===== src/rtl/hangman_word_state.sv =====
// Hangman game-state engine: word store, per-position reveal, tried-letter set,
// saturating miss counter and IDLE/PLAY/WON/LOST state, feeding the VGA letter inputs.

module hangman_lane #(
    parameter int LETTER_W = 8
) (
    input  logic                clk,
    input  logic                clr,
    input  logic                load,
    input  logic [LETTER_W-1:0] code_in,
    input  logic                accept,
    input  logic [LETTER_W-1:0] guess_letter,
    output logic [LETTER_W-1:0] code,
    output logic                revealed,
    output logic                match,
    output logic                load_blank
);
    // Invalid codes are treated as absent so they never block a win.
    assign load_blank = (code_in == '0) || (code_in > LETTER_W'(26));
    assign match      = (code != '0) && (code == guess_letter);

    always_ff @(posedge clk or posedge clr) begin
        if (clr) begin
            code     <= '0;
            revealed <= 1'b0;
        end else if (load) begin
            code     <= load_blank ? '0 : code_in;
            revealed <= load_blank;
        end else if (accept && match) begin
            revealed <= 1'b1;
        end
    end
endmodule

module hangman_word_state #(
    parameter int NUM_LETTERS = 10,
    parameter int LETTER_W    = 8,
    parameter int MAX_MISS    = 15,
    parameter int MISS_W      = $clog2(MAX_MISS + 1)
) (
    input  logic                            clk,
    input  logic                            clr,
    input  logic                            word_load,
    input  logic [NUM_LETTERS*LETTER_W-1:0] word_in,
    input  logic                            guess_valid,
    input  logic [LETTER_W-1:0]             guess_letter,
    output logic                            guess_ready,
    output logic [NUM_LETTERS*LETTER_W-1:0] letters_out,
    output logic [NUM_LETTERS-1:0]          word_mask,
    output logic [MISS_W-1:0]               incorrect,
    output logic                            hit_pulse,
    output logic                            miss_pulse,
    output logic [1:0]                      game_state
);
    typedef enum logic [1:0] {S_IDLE = 2'b00, S_PLAY = 2'b01, S_WON = 2'b10, S_LOST = 2'b11} state_t;

    state_t                                state, state_d;
    logic [NUM_LETTERS-1:0][LETTER_W-1:0]  word_a, code_a, letters_a;
    logic [NUM_LETTERS-1:0]                revealed, match, load_blank;
    logic [25:0]                           tried, letter_oh;
    logic [4:0]                            letter_idx;
    logic [MISS_W-1:0]                     miss_cnt;
    logic                                  letter_ok, guess_ok, any_hit;

    assign word_a     = word_in;
    assign letter_ok  = (guess_letter != '0) && (guess_letter <= LETTER_W'(26));
    assign letter_idx = guess_letter[4:0] - 5'd1;
    assign letter_oh  = 26'd1 << letter_idx;
    assign guess_ok   = (state == S_PLAY) && guess_valid && !word_load && letter_ok
                        && ((tried & letter_oh) == '0);
    assign any_hit    = |match;

    for (genvar i = 0; i < NUM_LETTERS; i++) begin : g_lane
        hangman_lane #(.LETTER_W(LETTER_W)) u_lane (
            .clk         (clk),
            .clr         (clr),
            .load        (word_load),
            .code_in     (word_a[i]),
            .accept      (guess_ok),
            .guess_letter(guess_letter),
            .code        (code_a[i]),
            .revealed    (revealed[i]),
            .match       (match[i]),
            .load_blank  (load_blank[i])
        );
        assign letters_a[i] = revealed[i] ? code_a[i] : '0;
        assign word_mask[i] = (code_a[i] != '0);
    end

    assign letters_out = letters_a;
    assign incorrect   = miss_cnt;

    always_ff @(posedge clk or posedge clr) begin
        if (clr) state <= S_IDLE;
        else     state <= state_d;
    end

    // A hit is checked for a win first, so a last-letter hit never counts toward LOST.
    always_comb begin
        state_d = state;
        if (word_load)
            state_d = (&load_blank) ? S_WON : S_PLAY;
        else if (guess_ok) begin
            if (any_hit) begin
                if (&(revealed | match)) state_d = S_WON;
            end else if (miss_cnt >= MISS_W'(MAX_MISS - 1)) begin
                state_d = S_LOST;
            end
        end
    end

    always_comb begin
        guess_ready = (state == S_PLAY);
        game_state  = state;
    end

    always_ff @(posedge clk or posedge clr) begin
        if (clr) begin
            tried      <= '0;
            miss_cnt   <= '0;
            hit_pulse  <= 1'b0;
            miss_pulse <= 1'b0;
        end else begin
            hit_pulse  <= guess_ok && any_hit;
            miss_pulse <= guess_ok && !any_hit;
            if (word_load) begin
                tried    <= '0;
                miss_cnt <= '0;
            end else if (guess_ok) begin
                tried <= tried | letter_oh;
                if (!any_hit && miss_cnt != MISS_W'(MAX_MISS))
                    miss_cnt <= miss_cnt + 1'b1;
            end
        end
    end
endmodule

===== config.mk =====
export PLATFORM = sky130hd
export DESIGN_NAME = hangman_word_state
export DESIGN_NICKNAME = d
export VERILOG_FILES = /design/src/rtl/hangman_word_state.sv
export SDC_FILE = /design/constraint.sdc
export NUM_CORES = 1
export LEC_CHECK = 0
export BUFFER_PORTS_ARGS = -buffer_cell sky130_fd_sc_hd__buf_2
export CORE_UTILIZATION = 32
export DETAILED_ROUTE_END_ITERATION = 8
export PLACE_DENSITY = 0.64
export SYNTH_ARGS = -nofsm -noshare
export SYNTH_HDL_FRONTEND = slang
export SYNTH_SLANG_ARGS = --single-unit

===== constraint.sdc =====
create_clock -name clk -period 5.02 [get_ports clk]
set_input_delay 0.502 -clock clk [delete_from_list [all_inputs] [get_ports clk]]
set_output_delay 0.502 -clock clk [all_outputs]
set_load 0.01 [all_outputs]

# After elaboration in Yosys (flattened, before gate mapping)

Cells that the tools add are included.

Memories kept: 0
Flip-flop bits (word level): 124
Latch bits: 0
Output and inout port bits: 99
Word-level logic and storage cells: 187
ROM bits: 0
Bits in writable memories: 0

Add/sub/neg operators: 2
$lt $le $gt $ge: 12
Reductions and logical operators: 80
Bitwise gates (word level): 3
Div/mod/pow operators: 0
Equal/unequal tests: 13
$mul: 0
Shift-type cells: 1
Mux-type cells: 51

Operators with widths:

| operator               | count |
|---|---|
| $mux W8                | 20 |
| $reduce_bool A8 Y1     | 11 |
| $eq A8 B8 Y1           | 10 |
| $gt A8 B5 Y1 const B   | 10 |
| $logic_not A8 Y1       | 10 |
| $mux W26               | 2 |
| $logic_and A1 B1 Y1    | 28 |
| $and A26 B26 Y26       | 1 |
| $logic_not A26 Y1      | 1 |
| $or A26 B26 Y26        | 1 |
| $shl A1 B5 Y26 const A | 1 |
| $reduce_bool A2 Y1     | 12 |
| $mux W1                | 20 |
| $reduce_and A10 Y1     | 2 |
| $mux W2                | 6 |
| $mux W4                | 3 |
| $logic_or A1 B1 Y1     | 10 |
| $or A10 B10 Y10        | 1 |
| $reduce_or A10 Y1      | 1 |
| $le A8 B5 Y1 const B   | 1 |
| $sub A5 B1 Y5 const B  | 1 |
| $add A4 B1 Y4 const B  | 1 |
| $ge A4 B4 Y1 const B   | 1 |
| $ne A4 B4 Y1 const B   | 1 |
| other kinds (6)        | 7 |

# Logic depth before layout (Yosys ltp)

Depth after elaboration: 8
Mapped depth: 14
Gate-level depth less buffers: 9

# Hierarchy

Synthesis repeated with hierarchy kept, for this count alone.

Cells, all modules: 883
Area, all modules: 7893.8 sq um

By module, submodules not included:

| module             | area each (sq um) | times used | cells an instance | sequential area each (sq um) |
|---|---|---|---|---|
| hangman_lane       | 495.5             | 10         | 51                | 225.2 |
| hangman_word_state | 2939.1            | 1          | 373               | 850.8 |

# Least setup slack after synthesis

Ideal clock, no wire load.

Kind: in2reg
Start point: in guess_letter[1]
End point: reg miss_cnt[3] (netlist: incorrect[3])
Path slack: 1686 ps
Arrival time: 3256 ps
Path buffers: 4
Data required time: 4942 ps
Cell stages on the path: 12
Cell sequence: buf_6 -> buf_4 -> buf_2 -> nor2_1 -> ha_1 -> clkbuf_1 -> nor3b_1 -> a22o_1 -> or2_2 -> a2111o_1 -> or4_1 -> a21oi_1

Longest elaborated chain between the ends: 7
Elaborated cells between the ends (all ways): 35

RTL lines:

| item                                                         | line    | text |
|---|---|---|
| from (decl)                                                  | 46      | `input logic [LETTER_W-1:0] guess_letter,` |
| $sub A5 B1 Y5 / $eq A8 B8 Y1 (equally long branches)         | 67, 20  |  |
| $shl A1 B5 Y26 / $logic_and A1 B1 Y1 (equally long branches) | 68, 20  |  |
| $and A26 B26 Y26 / $reduce_or A10 Y1 (equally long branches) | 70, 71  |  |
| $logic_not A26 Y1 / $logic_not A1 Y1 (equally long branches) | 70, 131 |  |
| $logic_and A1 B1 Y1 (on tied branches)                       | 70, 131 |  |
| $reduce_bool A2 Y1 (no line)                                 | n/a     |  |
| $reduce_and A2 Y1 (no line) *                                | n/a     |  |
| to (signal assigned)                                         | 132     | `miss_cnt <= miss_cnt + 1'b1;` |
| to (decl)                                                    | 62      | `logic [MISS_W-1:0] miss_cnt;` |

Every way passes the cells marked *; elsewhere a longest branch is shown, timed or not.
A chain may end at the register's enable or synchronous reset.

# Worst setup path in the final report

Start point: in guess_letter[2]
End point: reg tried[1]

Longest elaborated chain between the ends: 6
Elaborated cells between the ends (all ways): 13

RTL lines:

| item                         | line | text |
|---|---|---|
| $sub A5 B1 Y5                | 67   | `assign letter_idx = guess_letter[4:0] - 5'd1;` |
| $shl A1 B5 Y26               | 68   | `assign letter_oh = 26'd1 << letter_idx;` |
| $and A26 B26 Y26             | 70   | `&& ((tried & letter_oh) == '0);` |
| $logic_not A26 Y1            | 70   |  |
| $logic_and A1 B1 Y1          | 70   |  |
| $reduce_bool A2 Y1 (no line) | n/a  |  |
| to (signal assigned)         | 130  | `tried <= tried \| letter_oh;` |
| to (decl)                    | 60   | `logic [25:0] tried, letter_oh;` |

Several ways; a longest one is shown, not always the timed one. The select of a mux whose other input is x is not followed.

==> reports/summary.txt <==
Slew @ Worst Pin -> 945 ps
CP required -> 5340 ps
Total Power -> 2.68 mW
Setup Buffers After CTS -> 0
HP Class -> in2reg
Synth Net Count -> 891
GRT Overall Usage -> 19.6%
Power Density -> 297 nW/um2
Unrepaired setup endpoints after global routing -> no
Vias in the first global route -> 6513
Area contributors post-synth -> dfrtp_1 43%, xor2_1 9.8%, o2bb2ai_1 5.8%
Vias per inst -> 5.32
Port Buffers -> 190
Placed cells -> 1224
Die Span Y -> 153 um
Max Clock Freq -> 0.272 GHz
Final hold vios -> 0
DIE AREA -> 23300 um2
First-pass GRT wire length -> 35.9 mm
Yosys cell types -> 57
EDFF count, synth -> 0
Synthesized area per cell -> 9.15 um2
Clock transition at the registers of the reported paths -> 50 ps
Initial Util -> 33.0%
DR vias -> 6692
Clk root buf -> clkbuf_16
WL final -> 22.4 mm
Final HPWL DP -> 16.0 mm
Largest net degree at the start of global routing -> 98
P&R area growth vs syn -> 24.0%
Worst Path Arrival -> 3990 ps
Failing checks -> DRC
Mapped Cells -> 795
Critical path origin -> guess_letter[2]
IO Pins -> 191
Num CTS Buffers -> 17
Startpoint types -> input pin
Antenna Diode Count -> 0
Outcome -> complete, but fails checks
Final Critical Period -> 3670 ps
H-tree levels -> 4
Post-layout util -> 40.9%
Critical Path Sink -> tried[1]
Post-CTS Resized -> 0
Hold Path Cell Cnt -> 3
Maximum fanout along the worst path -> 21
Synth area leader -> dfrtp_1
Setup ws final -> 1350 ps
Average wire per standard cell -> 17.8 um
Most frequent cell after synthesis -> dfrtp_1
Placer Congestion -> 0.868
Mapped Area -> 7270 um2
Dpl cell area -> 8380 um2
Async S/R FF share, synth -> 100%
Synth top area share -> 42.7%
CTS tree -> done
R2R cell count -> 7
Post-Layout Cell Count -> 1257
Max-slew headroom -> 36.4%
Grt total ovfl -> 0
Die X -> 153 um
Hold buffer count at CTS -> 1
Share of the yosys chip area belonging to registers -> 42.7%
Design area -> 9010 um2
Static leakage -> 4.57 nW
Row cnt -> 54
Yosys reg bits -> 124
Clock Skew -> 8.29 ps
Setup TNS -> 0 ps
Count of pins over their slew limit -> 0
Net count, final -> 1060
Reg2Reg Capture Point -> incorrect[3]
Top_reg_cell synth -> dfrtp_1
CP Class -> in2reg
DRC viols -> 7
Peak VDD IR -> 0.218 mV
Min Hold Slack -> 351 ps
Pre-antenna DRT Iters -> 7
Worst slack at placement -> 976 ps
Final setup vio count -> 0
Flop-to-flop setup slack -> 2350 ps
Worst-Skew Late Latency -> 410 ps
TritonCTS sink count -> 124
Fin crit share -> 73.1%
Core Box Area -> 22000 um2
DR iter-0 viols -> 540
Critical path endpoint category -> flip-flop
Number of max-cap violations -> 0
Worst r2r src -> g_lane[4].u_lane.code[1]
Most frequent cells after synthesis -> 124 x dfrtp_1, 88 x nand2_1, 81 x xor2_1
Final ANT Viol Nets -> 0
Share of layout cells above drive strength 1 -> 23.6%
Yosys warning total -> 0
Clk buf depth -> 2
Initial antenna violation count -> 0
## sequential cells by signal, summed over array words and instances, names as in the netlist
register                count
g_lane.u_lane.code         80
tried                      26
g_lane.u_lane.revealed     10
incorrect                   4
game_state                  2
hit_pulse                   1
miss_pulse                  1
## routing by layer
layer | wire length [um] | track usage, %
met5 | 0 | 0
met4 | 419 | 7.17
met3 | 1250 | 3.73
met2 | 10600 | 31.6
met1 | 10100 | 26.1
## worst max-delay path, stage by stage
cell and delay (ps):
buf_2 460, inv_1 130, ha_1 700, and3b_1 280, a222oi_1 300, o21a_1 190
nor3_1 60, a2111oi_0 670, nand3_1 420, o2bb2ai_1 270
## worst min-delay path by stage
stage	start	slack (ps)	to
after floorplan	tried[21]	450	tried[21]
after global placement	clr	400	g_lane[1].u_lane.code[7]
after detailed placement	clr	400	g_lane[1].u_lane.code[7]
final	word_in[75]	350	g_lane[9].u_lane.code[3]
after CTS	word_in[75]	330	g_lane[9].u_lane.code[3]
after global routing	word_in[33]	350	g_lane[4].u_lane.code[1]
## placed cells by master, fill, tap and decap left out, types with 29 or more instances in the layout
cell type	n
and2_1	62
nor2b_1	34
buf_2	189
nand2_1	88
xor2_1	81
nor2_1	43
inv_1	32
dfrtp_1	124
o2bb2ai_1	48
nor4_1	46
o22ai_1	29
## final cells by class
class,instances,area (um2)
sequential,124,3100
tap,280,350
fill,2229,13000
inverter,34,130
clock inverter,7,135
multi-input combinational,588,3790
clock buffer,25,485
timing repair buffer,199,1020
## report_power, final
group | internal (mW) | switching [mW]
Sequential | 1.02 | 0.0344
Combinational | 0.119 | 0.207
Clock | 0.869 | 0.425
Total | 2.01 | 0.666
## logic make-up after synthesis
logic type               after synthesis  share of synthesized area [%]
adder cells (fa/ha/maj)                4                          0.688
XOR/XNOR                              81                           9.76
AND/OR/NAND/NOR                      343                           25.5
buffers and inverters                 83                           5.23
multiplexers                           4                          0.551
AO/OA/AOI/OAI                        156                           15.6
flip-flops                           124                           42.7
No activity file was read; power rests on OpenSTA's default activity.
